File: src/rtl/div_pkg.sv
// div_pkg: shared definitions for the divider controller slice.
//   - divc_state_e : controller FSM encodings (DIVC_FAST exists only with DIV_FAST_EN)
//   - div_state_e  : divider FSM states, kept here so both sides agree on naming
//   - HI/LO field positions within the 64-bit {remainder, quotient} result
// Optional feature macro: DIV_FAST_EN (zero-operand fast path).
package div_pkg;

    typedef enum logic [2:0] {
        DIVC_IDLE  = 3'd0,
        DIVC_BUSY  = 3'd1,
        DIVC_DONE  = 3'd2,
        DIVC_DRAIN = 3'd3
`ifdef DIV_FAST_EN
        ,
        DIVC_FAST  = 3'd4
`endif
    } divc_state_e;

    typedef enum logic [1:0] {
        DivIdle   = 2'd0,
        DivByZero = 2'd1,
        DivOn     = 2'd2,
        DivEnd    = 2'd3
    } div_state_e;

    // result_o layout: remainder in the upper word, quotient in the lower word
    localparam int unsigned HI_MSB = 63;
    localparam int unsigned HI_LSB = 32;
    localparam int unsigned LO_MSB = 31;
    localparam int unsigned LO_LSB = 0;

    function automatic logic [31:0] hi_field(input logic [63:0] result);
        return result[HI_MSB:HI_LSB];
    endfunction

    function automatic logic [31:0] lo_field(input logic [63:0] result);
        return result[LO_MSB:LO_LSB];
    endfunction

endpackage

File: src/rtl/div_fast_chk.sv
// div_fast_chk: zero-operand detector for the divide fast path.
// Present only when DIV_FAST_EN is defined.
//   opdata1  in  32  dividend
//   opdata2  in  32  divisor
//   zero_op  out 1   either operand is zero, so the result is known to be 0
`ifdef DIV_FAST_EN
module div_fast_chk (
    input  logic [31:0] opdata1,
    input  logic [31:0] opdata2,
    output logic        zero_op
);

    assign zero_op = (opdata1 == 32'd0) || (opdata2 == 32'd0);

endmodule
`endif

File: src/rtl/div_ctrl.sv
// div_ctrl: EX-stage initiator for the iterative divider.
// Issues DIV/DIVU to the divider, holds operands/signed flag stable while it runs,
// stalls the pipeline, cancels in-flight divides on flush and returns HI/LO.
// Optional feature macro: DIV_FAST_EN (skip the divider when an operand is zero).
// Ports:
//   clk, reset                 clock, synchronous active-high reset
//   ex_div_valid/ex_div_signed DIV/DIVU instruction in EX, 1 = signed
//   ex_opdata1/ex_opdata2      dividend / divisor
//   ex_hold, flush             downstream stall / cancel of the EX instruction
//   stall_req                  hold IF/ID/EX
//   div_start/div_annul/div_signed/div_opdata1/div_opdata2  registered, to divider
//   div_ready/div_result       from divider, result = {remainder, quotient}
//   hilo_we, hi_o, lo_o        one-cycle HI/LO write; hi/lo are 0 when not writing
module div_ctrl
    import div_pkg::*;
#(
    parameter int unsigned DRAIN_CYCLES = 2
) (
    input  logic        clk,
    input  logic        reset,
    input  logic        ex_div_valid,
    input  logic        ex_div_signed,
    input  logic [31:0] ex_opdata1,
    input  logic [31:0] ex_opdata2,
    input  logic        ex_hold,
    input  logic        flush,
    output logic        stall_req,
    output logic        div_start,
    output logic        div_annul,
    output logic        div_signed,
    output logic [31:0] div_opdata1,
    output logic [31:0] div_opdata2,
    input  logic        div_ready,
    input  logic [63:0] div_result,
    output logic        hilo_we,
    output logic [31:0] hi_o,
    output logic [31:0] lo_o
);

    localparam int unsigned CNT_W = (DRAIN_CYCLES > 1) ? $clog2(DRAIN_CYCLES) : 1;
    localparam logic [CNT_W-1:0] DRAIN_LAST = CNT_W'(DRAIN_CYCLES - 1);

    divc_state_e      state_q, state_d;
    logic [CNT_W-1:0] drain_cnt_q, drain_cnt_d;
    logic             start_q, start_d;
    logic             annul_q, annul_d;
    logic             signed_q, signed_d;
    logic [31:0]      op1_q, op1_d;
    logic [31:0]      op2_q, op2_d;
    logic             issue;
    logic             fast_hit;
    logic             stall_raw;
    logic             we_raw;

`ifdef DIV_FAST_EN
    logic zero_op;

    div_fast_chk u_fast_chk (
        .opdata1 (ex_opdata1),
        .opdata2 (ex_opdata2),
        .zero_op (zero_op)
    );

    assign fast_hit = zero_op;
`else
    assign fast_hit = 1'b0;
`endif

    assign issue = ex_div_valid & ~flush;

    always_comb begin
        state_d     = state_q;
        drain_cnt_d = drain_cnt_q;
        start_d     = start_q;
        annul_d     = annul_q;
        signed_d    = signed_q;
        op1_d       = op1_q;
        op2_d       = op2_q;
        stall_raw   = 1'b0;
        we_raw      = 1'b0;

        case (state_q)
            DIVC_IDLE: begin
                stall_raw = issue;
                start_d   = 1'b0;
                annul_d   = 1'b0;
                if (issue) begin
                    if (fast_hit) begin
`ifdef DIV_FAST_EN
                        state_d = DIVC_FAST;
`endif
                    end else begin
                        op1_d    = ex_opdata1;
                        op2_d    = ex_opdata2;
                        signed_d = ex_div_signed;
                        start_d  = 1'b1;
                        state_d  = DIVC_BUSY;
                    end
                end
            end

            DIVC_BUSY: begin
                stall_raw = 1'b1;
                // Flush wins over completion, even with div_ready high.
                if (flush) begin
                    stall_raw   = 1'b0;
                    start_d     = 1'b0;
                    annul_d     = 1'b1;
                    drain_cnt_d = '0;
                    state_d     = DIVC_DRAIN;
                end else if (div_ready && !ex_hold) begin
                    stall_raw = 1'b0;
                    we_raw    = 1'b1;
                    start_d   = 1'b0;
                    state_d   = DIVC_DONE;
                end
                // div_ready with ex_hold: start stays high so the divider parks in DivEnd.
            end

            DIVC_DONE: begin
                // Dropping start here returns the divider to DivIdle; a following
                // divide waits this one cycle.
                stall_raw = ex_div_valid;
                state_d   = DIVC_IDLE;
            end

            DIVC_DRAIN: begin
                stall_raw   = ex_div_valid;
                drain_cnt_d = drain_cnt_q + 1'b1;
                if (drain_cnt_q == DRAIN_LAST) begin
                    annul_d     = 1'b0;
                    drain_cnt_d = '0;
                    state_d     = DIVC_IDLE;
                end
            end

`ifdef DIV_FAST_EN
            DIVC_FAST: begin
                we_raw  = ~flush;
                state_d = DIVC_IDLE;
            end
`endif

            default: begin
                state_d = DIVC_IDLE;
            end
        endcase
    end

    always_ff @(posedge clk) begin
        if (reset) begin
            state_q     <= DIVC_IDLE;
            drain_cnt_q <= '0;
            start_q     <= 1'b0;
            annul_q     <= 1'b0;
            signed_q    <= 1'b0;
            op1_q       <= '0;
            op2_q       <= '0;
        end else begin
            state_q     <= state_d;
            drain_cnt_q <= drain_cnt_d;
            start_q     <= start_d;
            annul_q     <= annul_d;
            signed_q    <= signed_d;
            op1_q       <= op1_d;
            op2_q       <= op2_d;
        end
    end

    assign stall_req   = stall_raw & ~reset;
    assign hilo_we     = we_raw & ~reset;
    assign div_start   = start_q;
    assign div_annul   = annul_q;
    assign div_signed  = signed_q;
    assign div_opdata1 = op1_q;
    assign div_opdata2 = op2_q;

    // In the fast path hilo_we is set outside BUSY, where div_result is stale;
    // the zero-result case is selected explicitly.
    always_comb begin
        hi_o = 32'd0;
        lo_o = 32'd0;
        if (hilo_we && (state_q == DIVC_BUSY)) begin
            hi_o = hi_field(div_result);
            lo_o = lo_field(div_result);
        end
    end

endmodule

File: config.mk
export PLATFORM = sky130hd
export DESIGN_NAME = div_ctrl
export DESIGN_NICKNAME = d
export VERILOG_FILES = /design/src/rtl/div_pkg.sv /design/src/rtl/div_fast_chk.sv /design/src/rtl/div_ctrl.sv
export SDC_FILE = /design/constraint.sdc
export NUM_CORES = 1
export LEC_CHECK = 0
export ABC_AREA = 1
export BUFFER_PORTS_ARGS = -buffer_cell sky130_fd_sc_hd__clkbuf_2
export CAP_MARGIN = 20
export CORE_AREA = 2 2 105 107
export CTS_CLUSTER_DIAMETER = 200
export DETAILED_ROUTE_END_ITERATION = 10
export DIE_AREA = 0 0 107 109
export GPL_ROUTABILITY_DRIVEN = 0
export GPL_TIMING_DRIVEN = 0
export PLACE_DENSITY_LB_ADDON = 0.08
export SLEW_MARGIN = 30
export SYNTH_ARGS = -nofsm -noshare
export SYNTH_HDL_FRONTEND = slang
export SYNTH_SLANG_ARGS = --single-unit
File: constraint.sdc
create_clock -name clk -period 2.05 [get_ports clk]
set_input_delay 0.205 -clock clk [delete_from_list [all_inputs] [get_ports clk]]
set_output_delay 0.205 -clock clk [all_outputs]
set_load 0.05 [all_outputs]
==> run metrics <==
R2R Path End=div_opdata1[28]$_SDFFE_PP0N_; routed wire length=10.7 mm; gr usage total=17.5%; WHS Endpoint=div_opdata2[5]$_SDFFE_PP0N_; Buffers on Ports=266; worst setup margin=133 ps; syn_nets=594; Achievable Freq=522 MHz; status=finished clean; Hold WS=89.0 ps; initial antenna violation count=0; pre-CTS setup slack=241 ps; worst-skew pair later-pin latency=340 ps; Final Hold Fails=0; worst r2r src=state_q[1]$_SDFFE_PP0P_; Yosys warnings=0; CTS tree=yes; crit end category=output port; Hold Crit Depth=3; CP Launch Type=register; die height=109 um; clk buf depth=2; CP top delay family=buffers and inverters; P_leak=0.00274 uW; CP max FO=10; Worst Path Buf+Inv=4; Avg Cell Area, Syn=6.81 um2; layout cell share with drive strength beyond 1=44.5%; Seq cells post-synth=70; first-pass GRT wire length=16.1 mm; Core ar.=10,600 um2; Mapped Cells=459; post-DP HPWL=8.54 mm; clk root buf=clkbuf_8; number of global-route vias before repair=3,264; crit path max-delay cell type=dfxtp_2; Post-CTS Setup Bufs=0; Hold Startpoint=ex_opdata2[5]; antenna-violating nets left=0; critical path arrival=1710 ps; Max Cap Viol=0; Worst slew margin=65.7%; Slew Viols, Final=0; detailed-route vias per instance=4.22; Synth top area share=44.8%; distinct cell type count after synthesis=19; DIE WIDTH=107 um; Tcrit/Tclk final=93.5%; highest cell delay on the worst timing path=360 ps; Antenna diodes=0; Comb power frac=21.8%; CTS Buf Count=9; sw frac=32.1%; initial DRC count=128; hold_buf cts=0; Seq/Total Area, Yosys=44.8%; Hold/Removal Path Class=in2reg; Int Power=2360 uW; num rows=38; Cell Area, Synth=3130 um2; Filler cells=1,131; pin count of the biggest net entering global routing=14; CP Class=reg2out; path depth of the worst reg2reg path=6; grt total ovfl=0; PD cells=696 nW/um2; fin nets=871; Final setup viols=0; setup TNS=0 ps; Tightest Pin Transition=515 ps; routed via count=3,721; Layout Area Growth over Synthesis=59.9%; cell taking the most area after synthesis=dfxtp_1; I/O pins=268; r2r setup slk=760 ps; first-pass iteration count of the detailed router=4; clock power share=35.8%; Pwr Total=3480 uW; Max H-tree Level=3; Fin Clk Skew=6.54 ps; Seq pwr share=42.4%; # DRC=0; critical path cell sequence=inv_1 -> nand2_2 -> nor2_2 -> nand2_1 -> buf_6 -> buf_6 -> nor2_2 -> buf_2; largest cells by area after synthesis=dfxtp_1, nand2_1, a21oi_1, inv_1, nor2_1; die area=11,700 um2; sw power=1120 uW; Starting Density=29.5%; Worst-path clk slew=80 ps; WP data required=1850 ps; CTS sink count=70; Peak VDD IR=0.408 mV; Avg WL per Cell=12.1 um; minimum clock period=1920 ps
-- registers in the layout, indices dropped and copies added (netlist names) --
| register | count |
|---|---|
| div_opdata2 | 32 |
| div_start | 1 |
| div_opdata1 | 32 |
| drain_cnt_q | 1 |
| state_q | 2 |
| div_annul | 1 |
| div_signed | 1 |
-- placed cells by master (no fill, tap or decap), types with 8 or more instances in the layout --
cell type,Yosys,final
a21oi_1,70,70
buf_2,7,14
buf_4,2,8
buf_6,10,12
clkbuf_1,9,10
clkbuf_2,0,217
clkbuf_4,0,32
clkbuf_8,0,10
dfxtp_1,70,68
inv_1,69,69
nand2_1,141,141
nor2_1,48,46
nor2_2,21,21
-- per-stage QoR --
| stage | cells | area (um2) | util (%) |
|---|---|---|---|
| 2_1_floorplan | 459 | 3130 | - |
| 3_3_place_gp | 865 | 4630 | 43.7 |
| 3_5_place_dp | 865 | 4630 | 43.7 |
| 4_1_cts | 881 | 4880 | 46.0 |
| 5_1_grt | 881 | 5000 | 47.1 |
| 6_report | 881 | 5000 | 47.1 |
-- final cells by class --
cell class                 instances  area [um2]  share of cell area, %
clock inverter                     6        93.8                   1.88
multi-input combinational        289        1270                   25.5
tap                              140         175                   3.51
buffer                            29         200                   4.01
clock buffer                      10         128                   2.55
timing repair buffer             266        1460                   29.2
inverter                          71         267                   5.33
sequential                        70        1400                   28.1
-- how the worst max path moves through the flow --
stage / start / to / slack (ps) / cells past startpoint
6_report: state_q[1]$_SDFFE_PP0P_ / hi_o[20] / 130 / 8
5_1_grt: state_q[1]$_SDFFE_PP0P_ / hi_o[7] / -40 / 8
4_1_cts: state_q[1]$_SDFFE_PP0P_ / lo_o[20] / 30 / 8
3_5_place_dp: state_q[0]$_SDFFE_PP0P_ / hi_o[8] / 240 / 7
3_3_place_gp: state_q[0]$_SDFFE_PP0P_ / hi_o[8] / 270 / 7
2_1_floorplan: state_q[0]$_SDFFE_PP0P_ / hi_o[21] / 210 / 6
-- kinds of logic (layout without fill, tap and decap cells) --
group                  Yosys count  count (layout)  share of synthesized area, %
AND/OR/NAND/NOR                216             216                          28.4
buffers and inverters          100             382                          14.9
AO/OA/AOI/OAI                   73              73                          11.8
flip-flops                      70              70                          44.8
-- power groups by stage --
stage / clock [uW] / sequential (uW) / combinational, uW
floorplan: 0 / 1740 / 255
finish: 1250 / 1480 / 760
CTS: 1290 / 1470 / 765
global route: 1360 / 1480 / 825
detailed placement: 0 / 1500 / 761
global placement: 0 / 1500 / 756
-- routing by layer --
metal | wire (um) | GRT usage, % | up-vias
met4 | 106 | 5.10 | 0
met2 | 5270 | 29.3 | 154
met3 | 908 | 6.69 | 8
met1 | 4390 | 21.0 | 1635
met5 | 0 | 0 | -
li1 | - | - | 1924
-- worst reg2reg max path: stages, from the launching register on --
cell and delay (ps):
dfxtp_2 360, nor3_4 240, inv_2 60, buf_4 170
buf_2 190, nand2_1 70, a21oi_1 60
-- repair_timing --
action | 4_1_cts | 5_1_grt
endpoints found under the hold margin | 0 | 0
resized for setup | 7 | 101
setup endpoints to repair | 7 | 55
-- Yosys cell counts --
master and n:
buf_1 1, buf_6 10, o21ai_0 1, nand3_1 2, clkbuf_1 9, nor2_2 21
a211oi_1 1, nor3_4 1, dfxtp_1 70, inv_2 2, nand3b_1 1, nand2_2 2
inv_1 69, nor2_1 48, buf_2 7, o211ai_1 1, nand2_1 141, buf_4 2
a21oi_1 70
Power figures use the tool's default switching activity.
